$ cat src/rtl/scarv_cop_pkg.sv
// Shared constants and types for the scarv_cop coprocessor: result codes,
// instruction encodings, ALU function selects and the control state enum.
package scarv_cop_pkg;

    typedef enum logic [1:0] {
        ST_IDLE,
        ST_EXEC,
        ST_MEM,
        ST_RSP
    } state_t;

    localparam logic [2:0] RES_SUCCESS    = 3'd0;
    localparam logic [2:0] RES_ABORT      = 3'd1;
    localparam logic [2:0] RES_BAD_INSN   = 3'd2;
    localparam logic [2:0] RES_BUS_ERROR  = 3'd3;
    localparam logic [2:0] RES_MISALIGNED = 3'd4;

    localparam logic [6:0] OPC_COP = 7'b0101011;

    localparam logic [2:0] F3_MV2GPR = 3'd0;
    localparam logic [2:0] F3_MV2COP = 3'd1;
    localparam logic [2:0] F3_ALU    = 3'd2;
    localparam logic [2:0] F3_LDW    = 3'd3;
    localparam logic [2:0] F3_STW    = 3'd4;

    localparam logic [6:0] F7_ADD  = 7'd0;
    localparam logic [6:0] F7_SUB  = 7'd1;
    localparam logic [6:0] F7_XOR  = 7'd2;
    localparam logic [6:0] F7_AND  = 7'd3;
    localparam logic [6:0] F7_OR   = 7'd4;
    localparam logic [6:0] F7_ROTL = 7'd5;
    localparam logic [6:0] F7_ROTR = 7'd6;

endpackage

$ cat src/rtl/scarv_cop_if.sv
// CPU instruction/response handshake and memory word bus of scarv_cop.
// The slave modport is the coprocessor; master is the host CPU plus memory.
interface scarv_cop_if;

    logic        cpu_insn_req;
    logic        cop_insn_ack;
    logic        cpu_abort_req;
    logic [31:0] cpu_insn_enc;
    logic [31:0] cpu_rs1;
    logic        cop_wen;
    logic [4:0]  cop_waddr;
    logic [31:0] cop_wdata;
    logic [2:0]  cop_result;
    logic        cop_insn_rsp;
    logic        cpu_insn_ack;
    logic        cop_mem_cen;
    logic        cop_mem_wen;
    logic [31:0] cop_mem_addr;
    logic [31:0] cop_mem_wdata;
    logic [31:0] cop_mem_rdata;
    logic [3:0]  cop_mem_ben;
    logic        cop_mem_stall;
    logic        cop_mem_error;

    modport slave (
        input  cpu_insn_req, cpu_abort_req, cpu_insn_enc, cpu_rs1, cpu_insn_ack,
        input  cop_mem_rdata, cop_mem_stall, cop_mem_error,
        output cop_insn_ack, cop_wen, cop_waddr, cop_wdata, cop_result, cop_insn_rsp,
        output cop_mem_cen, cop_mem_wen, cop_mem_addr, cop_mem_wdata, cop_mem_ben
    );

    modport master (
        output cpu_insn_req, cpu_abort_req, cpu_insn_enc, cpu_rs1, cpu_insn_ack,
        output cop_mem_rdata, cop_mem_stall, cop_mem_error,
        input  cop_insn_ack, cop_wen, cop_waddr, cop_wdata, cop_result, cop_insn_rsp,
        input  cop_mem_cen, cop_mem_wen, cop_mem_addr, cop_mem_wdata, cop_mem_ben
    );

endinterface

$ cat src/rtl/scarv_cop_cprs.sv
// 16 x 32-bit coprocessor register file: two asynchronous read ports,
// one synchronous write port, all entries cleared by reset.
module scarv_cop_cprs (
    input  logic        g_clk,
    input  logic        g_resetn,
    input  logic [3:0]  rs1_addr,
    output logic [31:0] rs1_data,
    input  logic [3:0]  rs2_addr,
    output logic [31:0] rs2_data,
    input  logic        wen,
    input  logic [3:0]  waddr,
    input  logic [31:0] wdata
);

    logic [31:0] regs [16];

    assign rs1_data = regs[rs1_addr];
    assign rs2_data = regs[rs2_addr];

    // NOTE: a resettable array cannot map onto a RAM macro; it is built from
    // flops here because the register file must read as zero after reset.
    always_ff @(posedge g_clk or negedge g_resetn) begin
        if (!g_resetn) begin
            for (int i = 0; i < 16; i++) begin
                regs[i] <= '0;
            end
        end else if (wen) begin
            regs[waddr] <= wdata;
        end
    end

endmodule

$ cat src/rtl/scarv_cop.sv
// scarv_cop: single-issue cryptographic coprocessor core.
// Define SCARV_COP_ROT_EN to implement the ALU rotate functions (f7 = 5/6).
module scarv_cop
    import scarv_cop_pkg::*;
(
    input  logic       g_clk,
    input  logic       g_resetn,
    output logic       g_clk_req,
    scarv_cop_if.slave cop
);

    state_t      state_q, state_d;
    logic [31:0] enc_q, rs1_q;

    logic [6:0]  opc, f7;
    logic [2:0]  f3;
    logic [4:0]  rd;
    logic [3:0]  crd, crs1, crs2;
    logic [31:0] imm_i, imm_s, mem_addr_d;
    logic        is_ldw, is_stw, in_mem;

    logic [31:0] cpr_a, cpr_b;
    logic        cpr_we;
    logic [31:0] cpr_wdata;

    logic [31:0] alu_res;
    logic        alu_ok, insn_bad;

    logic        rsp_ld, mem_ld, rsp_wen_d;
    logic [2:0]  rsp_code;

    logic [31:0] mem_addr_q, mem_wdata_q;
    logic        mem_wen_q;

    logic [2:0]  result_q;
    logic        wen_q;
    logic [4:0]  waddr_q;
    logic [31:0] wdata_q;

    assign opc  = enc_q[6:0];
    assign rd   = enc_q[11:7];
    assign crd  = enc_q[10:7];
    assign f3   = enc_q[14:12];
    assign crs1 = enc_q[18:15];
    assign crs2 = enc_q[23:20];
    assign f7   = enc_q[31:25];

    assign imm_i = {{20{enc_q[31]}}, enc_q[31:20]};
    assign imm_s = {{20{enc_q[31]}}, enc_q[31:25], enc_q[11:7]};

    assign is_ldw     = (f3 == F3_LDW);
    assign is_stw     = (f3 == F3_STW);
    assign mem_addr_d = rs1_q + (is_stw ? imm_s : imm_i);

    scarv_cop_cprs u_cprs (
        .g_clk    (g_clk),
        .g_resetn (g_resetn),
        .rs1_addr (crs1),
        .rs1_data (cpr_a),
        .rs2_addr (crs2),
        .rs2_data (cpr_b),
        .wen      (cpr_we),
        .waddr    (crd),
        .wdata    (cpr_wdata)
    );

`ifdef SCARV_COP_ROT_EN
    logic [63:0] rot_l, rot_r;
    // Rotating a doubled word avoids a variable 32-n shift when n is zero.
    assign rot_l = {cpr_a, cpr_a} << cpr_b[4:0];
    assign rot_r = {cpr_a, cpr_a} >> cpr_b[4:0];
`endif

    // NOTE: every always_comb output gets a default first, so no path through
    // the case statements can leave a value unassigned and infer a latch.
    always_comb begin
        alu_res = '0;
        alu_ok  = 1'b1;
        case (f7)
            F7_ADD:  alu_res = cpr_a + cpr_b;
            F7_SUB:  alu_res = cpr_a - cpr_b;
            F7_XOR:  alu_res = cpr_a ^ cpr_b;
            F7_AND:  alu_res = cpr_a & cpr_b;
            F7_OR:   alu_res = cpr_a | cpr_b;
`ifdef SCARV_COP_ROT_EN
            F7_ROTL: alu_res = rot_l[63:32];
            F7_ROTR: alu_res = rot_r[31:0];
`endif
            default: alu_ok  = 1'b0;
        endcase
    end

    assign insn_bad = (opc != OPC_COP) || (f3 > F3_STW) || ((f3 == F3_ALU) && !alu_ok);

    always_comb begin
        state_d   = state_q;
        cpr_we    = 1'b0;
        cpr_wdata = '0;
        rsp_ld    = 1'b0;
        mem_ld    = 1'b0;
        rsp_code  = RES_SUCCESS;
        unique case (state_q)
            ST_IDLE: begin
                if (cop.cpu_insn_req) state_d = ST_EXEC;
            end
            ST_EXEC: begin
                state_d = ST_RSP;
                rsp_ld  = 1'b1;
                if (cop.cpu_abort_req) begin
                    rsp_code = RES_ABORT;
                end else if (insn_bad) begin
                    rsp_code = RES_BAD_INSN;
                end else if (is_ldw || is_stw) begin
                    if (mem_addr_d[1:0] != 2'b00) begin
                        rsp_code = RES_MISALIGNED;
                    end else begin
                        state_d = ST_MEM;
                        rsp_ld  = 1'b0;
                        mem_ld  = 1'b1;
                    end
                end else if (f3 == F3_MV2COP) begin
                    cpr_we    = 1'b1;
                    cpr_wdata = rs1_q;
                end else if (f3 == F3_ALU) begin
                    cpr_we    = 1'b1;
                    cpr_wdata = alu_res;
                end
            end
            ST_MEM: begin
                // Abort is deliberately not looked at once the bus transfer is under way.
                if (!cop.cop_mem_stall) begin
                    state_d = ST_RSP;
                    rsp_ld  = 1'b1;
                    if (cop.cop_mem_error) begin
                        rsp_code = RES_BUS_ERROR;
                    end else if (is_ldw) begin
                        cpr_we    = 1'b1;
                        cpr_wdata = cop.cop_mem_rdata;
                    end
                end
            end
            ST_RSP: begin
                if (cop.cpu_insn_ack) state_d = ST_IDLE;
            end
            default: state_d = ST_IDLE;
        endcase
    end

    assign rsp_wen_d = (rsp_code == RES_SUCCESS) && (f3 == F3_MV2GPR);

    // NOTE: sequential state uses non-blocking assignments so every flop
    // samples pre-edge values regardless of process ordering.
    always_ff @(posedge g_clk or negedge g_resetn) begin
        if (!g_resetn) begin
            state_q <= ST_IDLE;
        end else begin
            state_q <= state_d;
        end
    end

    always_ff @(posedge g_clk or negedge g_resetn) begin
        if (!g_resetn) begin
            enc_q <= '0;
            rs1_q <= '0;
        end else if ((state_q == ST_IDLE) && cop.cpu_insn_req) begin
            enc_q <= cop.cpu_insn_enc;
            rs1_q <= cop.cpu_rs1;
        end
    end

    always_ff @(posedge g_clk or negedge g_resetn) begin
        if (!g_resetn) begin
            mem_addr_q  <= '0;
            mem_wdata_q <= '0;
            mem_wen_q   <= 1'b0;
        end else if (mem_ld) begin
            mem_addr_q  <= mem_addr_d;
            mem_wdata_q <= is_stw ? cpr_b : '0;
            mem_wen_q   <= is_stw;
        end
    end

    always_ff @(posedge g_clk or negedge g_resetn) begin
        if (!g_resetn) begin
            result_q <= RES_SUCCESS;
            wen_q    <= 1'b0;
            waddr_q  <= '0;
            wdata_q  <= '0;
        end else if (rsp_ld) begin
            result_q <= rsp_code;
            wen_q    <= rsp_wen_d;
            waddr_q  <= rd;
            wdata_q  <= rsp_wen_d ? cpr_a : '0;
        end
    end

    assign in_mem = (state_q == ST_MEM);

    assign g_clk_req        = (state_q != ST_IDLE) | cop.cpu_insn_req;
    assign cop.cop_insn_ack = (state_q == ST_IDLE);
    assign cop.cop_insn_rsp = (state_q == ST_RSP);
    assign cop.cop_result   = result_q;
    assign cop.cop_wen      = wen_q;
    assign cop.cop_waddr    = waddr_q;
    assign cop.cop_wdata    = wdata_q;

    // Bus outputs are held at zero outside the transfer so nothing leaks onto the bus.
    assign cop.cop_mem_cen   = in_mem;
    assign cop.cop_mem_wen   = in_mem & mem_wen_q;
    assign cop.cop_mem_addr  = in_mem ? mem_addr_q  : '0;
    assign cop.cop_mem_wdata = in_mem ? mem_wdata_q : '0;
    assign cop.cop_mem_ben   = (in_mem && mem_wen_q) ? 4'b1111 : 4'b0000;

endmodule

$ cat src/flat_wrapper.sv
// flat-port wrapper written by rule: the top's interface ports become plain ports
module scarv_cop_flat import scarv_cop_pkg::*;
  (g_clk, g_resetn, g_clk_req, cop_cpu_insn_req, cop_cpu_abort_req, cop_cpu_insn_enc, cop_cpu_rs1, cop_cpu_insn_ack, cop_cop_mem_rdata, cop_cop_mem_stall, cop_cop_mem_error, cop_cop_insn_ack, cop_cop_wen, cop_cop_waddr, cop_cop_wdata, cop_cop_result, cop_cop_insn_rsp, cop_cop_mem_cen, cop_cop_mem_wen, cop_cop_mem_addr, cop_cop_mem_wdata, cop_cop_mem_ben);
  scarv_cop_if cop_i ();
  input  logic g_clk;
  input  logic g_resetn;
  output logic g_clk_req;
  input wire logic [$bits(cop_i.cpu_insn_req)-1:0] cop_cpu_insn_req;
  input wire logic [$bits(cop_i.cpu_abort_req)-1:0] cop_cpu_abort_req;
  input wire logic [$bits(cop_i.cpu_insn_enc)-1:0] cop_cpu_insn_enc;
  input wire logic [$bits(cop_i.cpu_rs1)-1:0] cop_cpu_rs1;
  input wire logic [$bits(cop_i.cpu_insn_ack)-1:0] cop_cpu_insn_ack;
  input wire logic [$bits(cop_i.cop_mem_rdata)-1:0] cop_cop_mem_rdata;
  input wire logic [$bits(cop_i.cop_mem_stall)-1:0] cop_cop_mem_stall;
  input wire logic [$bits(cop_i.cop_mem_error)-1:0] cop_cop_mem_error;
  output wire logic [$bits(cop_i.cop_insn_ack)-1:0] cop_cop_insn_ack;
  output wire logic [$bits(cop_i.cop_wen)-1:0] cop_cop_wen;
  output wire logic [$bits(cop_i.cop_waddr)-1:0] cop_cop_waddr;
  output wire logic [$bits(cop_i.cop_wdata)-1:0] cop_cop_wdata;
  output wire logic [$bits(cop_i.cop_result)-1:0] cop_cop_result;
  output wire logic [$bits(cop_i.cop_insn_rsp)-1:0] cop_cop_insn_rsp;
  output wire logic [$bits(cop_i.cop_mem_cen)-1:0] cop_cop_mem_cen;
  output wire logic [$bits(cop_i.cop_mem_wen)-1:0] cop_cop_mem_wen;
  output wire logic [$bits(cop_i.cop_mem_addr)-1:0] cop_cop_mem_addr;
  output wire logic [$bits(cop_i.cop_mem_wdata)-1:0] cop_cop_mem_wdata;
  output wire logic [$bits(cop_i.cop_mem_ben)-1:0] cop_cop_mem_ben;
  assign cop_i.cpu_insn_req = cop_cpu_insn_req;
  assign cop_i.cpu_abort_req = cop_cpu_abort_req;
  assign cop_i.cpu_insn_enc = cop_cpu_insn_enc;
  assign cop_i.cpu_rs1 = cop_cpu_rs1;
  assign cop_i.cpu_insn_ack = cop_cpu_insn_ack;
  assign cop_i.cop_mem_rdata = cop_cop_mem_rdata;
  assign cop_i.cop_mem_stall = cop_cop_mem_stall;
  assign cop_i.cop_mem_error = cop_cop_mem_error;
  assign cop_cop_insn_ack = cop_i.cop_insn_ack;
  assign cop_cop_wen = cop_i.cop_wen;
  assign cop_cop_waddr = cop_i.cop_waddr;
  assign cop_cop_wdata = cop_i.cop_wdata;
  assign cop_cop_result = cop_i.cop_result;
  assign cop_cop_insn_rsp = cop_i.cop_insn_rsp;
  assign cop_cop_mem_cen = cop_i.cop_mem_cen;
  assign cop_cop_mem_wen = cop_i.cop_mem_wen;
  assign cop_cop_mem_addr = cop_i.cop_mem_addr;
  assign cop_cop_mem_wdata = cop_i.cop_mem_wdata;
  assign cop_cop_mem_ben = cop_i.cop_mem_ben;
  scarv_cop u_core (.g_clk(g_clk), .g_resetn(g_resetn), .g_clk_req(g_clk_req), .cop(cop_i));
endmodule
$ cat config.mk
export PLATFORM = sky130hd
export DESIGN_NAME = scarv_cop_flat
export DESIGN_NICKNAME = d
export VERILOG_FILES = /design/src/rtl/scarv_cop_pkg.sv /design/src/rtl/scarv_cop_if.sv /design/src/rtl/scarv_cop_cprs.sv /design/src/rtl/scarv_cop.sv /design/src/flat_wrapper.sv
export SDC_FILE = /design/constraint.sdc
export NUM_CORES = 2
export LEC_CHECK = 0
export ABC_AREA = 1
export BUFFER_PORTS_ARGS = -buffer_cell sky130_fd_sc_hd__buf_2
export CAP_MARGIN = 20
export CORE_AREA = 2 2 297 299
export CTS_CLUSTER_SIZE = 14
export DETAILED_ROUTE_END_ITERATION = 10
export DIE_AREA = 0 0 299 301
export GPL_ROUTABILITY_DRIVEN = 0
export PLACE_DENSITY = 0.7
export RECOVER_POWER = 100
export SETUP_SLACK_MARGIN = 0.02
export SLEW_MARGIN = 20
export SYNTH_ARGS = -nofsm -noshare
export SYNTH_HDL_FRONTEND = slang
export SYNTH_SLANG_ARGS = --single-unit
$ cat constraint.sdc
create_clock -name g_clk -period 8.9 [get_ports g_clk]
set_input_delay 0.445 -clock g_clk [delete_from_list [all_inputs] [get_ports g_clk]]
set_output_delay 0.445 -clock g_clk [all_outputs]
set_load 0.05 [all_outputs]
Word-level counts from Yosys, hierarchy flattened. Cells that the tools add are included.

Bits in registers: 684. Input port bits: 103. Output and inout port bits: 114. Word-level logic and storage cells: 135.

Add/sub/neg operators: 3. Order comparisons: 5. Equality and inequality tests: 15. Multiplexer cells: 61. Bitwise operators: 8. Reduce and logical (&&, ||, !) cells: 17.

Operator list (count): 32-bit two-way mux (17); 512-bit bitwise mux (1); 32-bit binary-select mux with 4-bit select (2); 32-bit one-hot mux with 5 select lines (1); 32-bit demux with 4-bit select (1); 32-bit adder (2); 32-bit one-hot mux with 2 select lines (1); 32-bit AND (1); 32-bit OR (1); 32-bit subtractor (1); 32-bit XOR (1); 1-bit two-way mux (20); 5-bit greater-or-equal comparator (second input constant) (3); 3-bit two-way mux (5); 4-bit inverter with 5-bit output (3); 7-bit by 2-bit equality test with 1-bit output (second input constant) (2); 2-bit two-way mux (7); 2-bit one-hot mux with 4 select lines (1); 7-bit by 1-bit equality test with 1-bit output (second input constant) (1); 7-bit by 3-bit equality test with 1-bit output (second input constant) (1); 7-bit logical NOT (1); 7-bit by 6-bit != test with 1-bit output (second input constant) (1); 3-bit by 2-bit equality test with 1-bit output (second input constant) (2); 3-bit logical NOT (2); other kinds (20) (31).

Logic depth before layout (Yosys ltp).
Depth in word-level cells: 13. Gate-level depth with buffers: 37. Depth with buffers taken out: 34.

Cells and area by module. A second synthesis with hierarchy kept.

Cell total of the unflattened synthesis: 6539. Area total of the unflattened synthesis: 43922.1 um^2.

Modules (own cells, without submodules): scarv_cop_cprs (instances 1, cells an instance 4441, area an instance 29515.8 um^2, sequential area each 12812.3 um^2); scarv_cop (instances 1, cells an instance 2098, area an instance 14406.3 um^2, sequential area each 4279.1 um^2).

Worst setup path after synthesis. Ideal clock, no wire load.

Path kind: register to register. Start point: register u_core.enc_q[20]. End point: register u_core.u_cprs.regs[350] in the netlist's numbering. Setup time: 66 ps. Data arrival time: 4540 ps. Data required time: 8834 ps. Slack: 4294 ps. Stages on the path, launching flop included: 30. Buffers on the path: 4. Period minus slack after synthesis: 4606 ps. Cell sequence: dfrtp_1 buf_6 buf_6 buf_6 o211ai_1 nand3_1 nand3_1 nand2_1 inv_1 ha_1 nand3_1 nor3_2 nand3_1 nor2_1 nand3_1 o31ai_2 nand2_1 xor2_1 ha_1 nand2_1 nor4_1 nand3_1 o21ai_0 xor2_1 o21ai_0 a22oi_1 o21ai_1 buf_2 nand3_1 nand2_1.

Cells in the longest elaborated chain, start to end: 13. Elaborated cells on any way between the ends: 17. Classes of those cells: add/sub (2); mux (11); bitwise (4).

RTL lines: start: declaration (line scarv_cop.sv:13) `logic [31:0] enc_q, rs1_q;`; start signal: assignment (line scarv_cop.sv:166) `enc_q <= cop.cpu_insn_enc;`; 4-bit inverter with 5-bit output (implied by the code) * (line scarv_cop_cprs.sv:18) `assign rs2_data = regs[rs2_addr];`; 32-bit binary-select mux with 4-bit select * (line scarv_cop_cprs.sv:18); 32-bit two-way mux (implied by the code) * (2 in a row) (line scarv_cop_cprs.sv:18); 32-bit subtractor, or another cell as far along (line scarv_cop.sv:81) `F7_SUB: alu_res = cpr_a - cpr_b;`; 32-bit one-hot mux with 5 select lines * (line scarv_cop.sv:79) `case (f7)`; 32-bit two-way mux * (line scarv_cop.sv:124) `end else if (f3 == F3_ALU) begin`; 32-bit two-way mux * (line scarv_cop.sv:121) `end else if (f3 == F3_MV2COP) begin`; 32-bit two-way mux * (line scarv_cop.sv:113) `end else if (is_ldw || is_stw) begin`; 32-bit two-way mux * (line scarv_cop.sv:111) `end else if (insn_bad) begin`; 32-bit two-way mux * (line scarv_cop.sv:109) `if (cop.cpu_abort_req) begin`; 32-bit one-hot mux with 2 select lines * (line scarv_cop.sv:102) `unique case (state_q)`; 512-bit bitwise mux * (line scarv_cop_cprs.sv:28) `regs[waddr] <= wdata;`; end signal: indexed assignment (line scarv_cop_cprs.sv:28); end: declaration (line scarv_cop_cprs.sv:15) `logic [31:0] regs [16];`.

Mark *: on every way between the ends. The rest lies on a longest branch, timed or not. The select of a mux whose other input is x is not followed. A chain may end at the register's enable or synchronous reset.

Final worst setup path.
Start point: register u_core.state_q[0]. End point: register u_core.u_cprs.regs[161] in the netlist's numbering.

Cells in the longest elaborated chain, start to end: 3. Elaborated cells on any way between the ends: 5. Classes of those cells: eq/ne (2); mux (3).

RTL lines: start: declaration (line scarv_cop.sv:12) `state_t state_q, state_d;`; start signal: assignment (line scarv_cop.sv:157) `state_q <= state_d;`; 2-bit equality test or 2-bit by 1-bit equality test with 1-bit output (tied branches) (line scarv_cop.sv:102); 32-bit one-hot mux with 2 select lines (line scarv_cop.sv:102); 512-bit bitwise mux (line scarv_cop_cprs.sv:28).

Several ways; a longest one is shown, not always the timed one.

==> metrics list <==
- The finished cells cover approximately 0.047 mm².
- Via density per instance: 5.99
- 217 I/O pins were placed.
- A synthesized cell averages 7.08 µm².
- Subtracting the final worst setup slack from the clock period gives 8.01 ns.
- In this run the worst path has a maximum fanout of 52.
- The mapped netlist covers 0.0431 mm².
- Ratio of total power to cell area: 368 mW/mm²
- The later pin in the worst-skew pair is clocked with a latency of 0.64 ns.
* Total half-perimeter wirelength after legalization and detailed placement: 104000 µm
- Initial drt markers: 5999
- Most common cell in the netlist: sky130_fd_sc_hd__nand2_1
- After clock tree synthesis, the clock-pin slew on the worst setup and hold paths is roughly 0.06 ns.
* Data required time at the worst endpoint: approximately 9.4 ns
- Synthesis produced a netlist whose cell count is 6088.
- Per-cell routed wire length: around 22 µm
- Sum of overflow across all layers after global routing: 0
- Sort of element at the end of the critical path: flop
* Floorplan Core Area: 0.0865 mm²
- After synthesis, the netlist uses 54 different library cells.
- Lkg Pwr: approximately 23 nW
- Die span in y: 301 µm
- Post-synth top cells: sky130_fd_sc_hd__nand2_1 (1674), sky130_fd_sc_hd__nand3_1 (719), sky130_fd_sc_hd__dfrtp_1 (683)
- Yosys reg bits: ~680
* Most common flop cell mapped by yosys: sky130_fd_sc_hd__dfrtp_1
- The worst hold path was traced through 2 stages.
* CP max-delay cell: sky130_fd_sc_hd__ha_1
* Flop2flop setup slack: 0.89 ns
- 0 antenna diodes ended up in the layout.
* Worst stage delay on the critical path: 1.86 ns
* H-tree levels: 3
* Max-cap violation count: 23
- Counting tap cells, the placed design contains a total of 7132 instances.
- WS Path Type: reg -> reg
- Non-filler instance count after layout: a little over 7000
* Number of inserted filler cells in the final layout: 8479
- Data arrival time of the critical path: 8.53 ns
* Setup slack of the critical path after layout: just under 0.9 ns
- The largest total area in the synthesized netlist belongs to sky130_fd_sc_hd__dfrtp_1.
* Utilization after layout: 54.2%
- The longest clock path from root to sink contains 3 buffers.
* Element type at the critical path start: flop
- The die covers 0.0900 mm².
- Across every metal layer, demand over resource in global routing totals 35.2%.
* Vias in the first global route: about 40000
* Setup Total Neg Slack: 0 ns
- Worst-case setup slack after placement: 2.17 ns
- Across the VDD grid, the largest voltage drop is 0.000233 V.
- Counting the buffers created by CTS gives 75.
* Count of buffers added by post-CTS timing repair for setup: 0
* Worst-margin pin slew: 5.35 ns
- Number of setup violations in the final report: 0
* Unrepaired setup endpoints after global routing: false
- Wires add up to 162000 µm.
- Before antenna repair, the detailed router went through 9 iterations.
* Yosys top cell area share: 39.6%
* DIE WIDTH: roughly 300 µm
* Clock tree root driver cell: sky130_fd_sc_hd__clkbuf_16
- RR Startpoint: u_core.state_q[0]
- For this block, the via count after detailed routing is 43600.
* Num Clock Sinks: 683
- Initial antenna violation count: 3
* Post-synth EDFFs: 0
* Period Utilization, post-route: 90.0%
- Hold Violations, Final: 0
- Input and output buffers added on the ports amount to ~220.
* Number of routed nets with antenna violations: 0
- The worst hold path belongs to the class in -> reg.
- Across the routed clock network, the largest skew measured is 0.0190 ns.
- DRC violation count after routing: 0
* Site Rows: 108
* Length in cells of the worst reg-to-reg path: 8
* Cell area reported after detailed placement: approximately 0.045 mm²
- TritonCTS built the clock tree.
- Worst flop-to-flop path endpoint: u_core.u_cprs.regs[161]
* Net count of the finished layout: 6293
- CP cell instances: inv_1, ha_1, nand2_1, nor3_1, clkbuf_1, inv_1, clkbuf_1, o21ai_0
- The path with the worst hold slack has its endpoint at u_core.rs1_q[19].
* Start point of the worst min-delay path: cop_cpu_rs1[19]
- Entering global routing, the biggest net connects approximately 190 pins.
* Area contributors post-synth: sky130_fd_sc_hd__dfrtp_1 (40%), sky130_fd_sc_hd__nand2_1 (15%), sky130_fd_sc_hd__nand3_1 (8.3%)
- After synthesis, flip-flops and latches occupy 39.6% of the total area.
- The first global-routing pass estimated 243000 µm of wire.
- The flow ran to the end, but the final reports show violations.
- In this run the tightest slew margin relative to its limit is -256%.
- Fmax: approximately 120 MHz
* Starting density of the core: 49.8%
- From synthesis to final layout, the design area changed by 8.64%.
- During synthesis, Yosys emitted a total of 0 warnings.
- Fraction of final layout cells sized beyond drive strength 1: 7.20%
- Synthesized Nets: 6324
- Proportion of synthesized flip-flops having asynchronous set or reset: 100%
- The final reports fail on max-capacitance violations, max-slew violations.
- Slew Viols, Final: 1031
[repair_timing]
item,4_1_cts,5_1_grt
hold buffers,1,0
resized for setup,0,0
endpoints found under the hold margin,88,0
[sequential cells by signal, summed over array words and instances, names as in the netlist, 3 cells and up]
name                   flops
u_core.mem_wdata_q        32
u_core.u_cprs.regs       512
u_core.rs1_q              32
u_core.enc_q              31
u_core.cop.cop_wdata      32
u_core.mem_addr_q         32
u_core.cop.cop_waddr       5
u_core.cop.cop_result      3
[layout make-up]
type                       instances  area, µm²  area share, %
clock buffer                     106       2190           4.67
inverter                         616       2320           4.95
clock inverter                    26        290          0.620
multi-input combinational       4365      21800           46.6
tap                             1155       1450           3.09
timing repair buffer             316       1670           3.56
sequential                       683      17100           36.5
[per-stage QoR]
| stage | power (mW) | hold WS, ns |
|---|---|---|
| floorplan | 10.7 | 0.149 |
| global placement | 13.5 | 0.451 |
| detailed placement | 13.6 | 0.453 |
| CTS | 16.9 | 0.0113 |
| global route | 18.2 | 0.0301 |
| finish | 17.2 | 0.0308 |
[where the power goes]
group          switching [mW]  internal [mW]  total [mW]
clock network            1.36           1.86        3.22
logic                    7.28           2.93        10.2
registers               0.453           3.37        3.82
[critical path, delay by kind of cell, from the launching register on]
| family | cells | cell delay, ns |
|---|---|---|
| DFF | 1 | 0.39 |
| AOI/OAI and AO/OA | 1 | 0.55 |
| adders and majority gates | 1 | 1.86 |
| and+or+nand+nor | 2 | 2.71 |
| buffers and inverters | 4 | 2.25 |
[worst max-delay path by stage]
stage | from | endpoint | depth (start not counted)
4_1_cts | u_core.enc_q[20] | u_core.u_cprs.regs[80] | 30
3_5_place_dp | u_core.enc_q[20] | u_core.u_cprs.regs[144] | 30
5_1_grt | u_core.enc_q[20] | u_core.u_cprs.regs[511] | 33
2_1_floorplan | u_core.enc_q[20] | u_core.u_cprs.regs[350] | 29
6_report | u_core.state_q[0] | u_core.u_cprs.regs[161] | 8
3_3_place_gp | u_core.enc_q[21] | u_core.u_cprs.regs[348] | 26
[cells by family (layout without fill, tap and decap cells)]
logic type	after synthesis	after routing	synth area share (%)
AOI/OAI and AO/OA	1309	1309	16.8
xor gates and xnor gates	55	55	1.12
adders and majority gates	133	133	3.90
buffers and inverters	1040	1064	9.79
DFF	683	683	39.6
muxes	43	43	1.11
and+or+nand+nor	2825	2825	27.7
[layout by cell type (no fill, tap or decap), types with 16 or more instances in the layout]
cell,instances
sky130_fd_sc_hd__buf_2,101
sky130_fd_sc_hd__xor2_1,44
sky130_fd_sc_hd__o21ai_0,709
sky130_fd_sc_hd__nor2_1,279
sky130_fd_sc_hd__o211ai_1,110
sky130_fd_sc_hd__nor3_1,24
sky130_fd_sc_hd__nand2_1,1675
sky130_fd_sc_hd__clkbuf_16,77
sky130_fd_sc_hd__mux2_2,39
sky130_fd_sc_hd__a221oi_1,16
sky130_fd_sc_hd__dfrtp_1,677
sky130_fd_sc_hd__inv_1,611
sky130_fd_sc_hd__ha_1,130
sky130_fd_sc_hd__nand3_1,717
sky130_fd_sc_hd__a21oi_1,366
sky130_fd_sc_hd__or2_2,55
sky130_fd_sc_hd__a22oi_1,16
sky130_fd_sc_hd__o221ai_1,41
sky130_fd_sc_hd__buf_4,69
sky130_fd_sc_hd__clkbuf_1,151
[per-layer routing]
| layer | part of all wire [%] | GRT usage (%) | routed length, µm | vias to the layer above |
|---|---|---|---|---|
| li1 | - | - | - | 19900 |
| met1 | 38 | 45.1 | 60900 | 20400 |
| met2 | 43 | 53.5 | 70200 | 2612 |
| met3 | 12 | 7.97 | 19000 | 630 |
| met4 | 7.3 | 23.4 | 11900 | 2 |
| met5 | 0.0080 | 0 | 13 | - |
(Power assumes the default switching activity.)
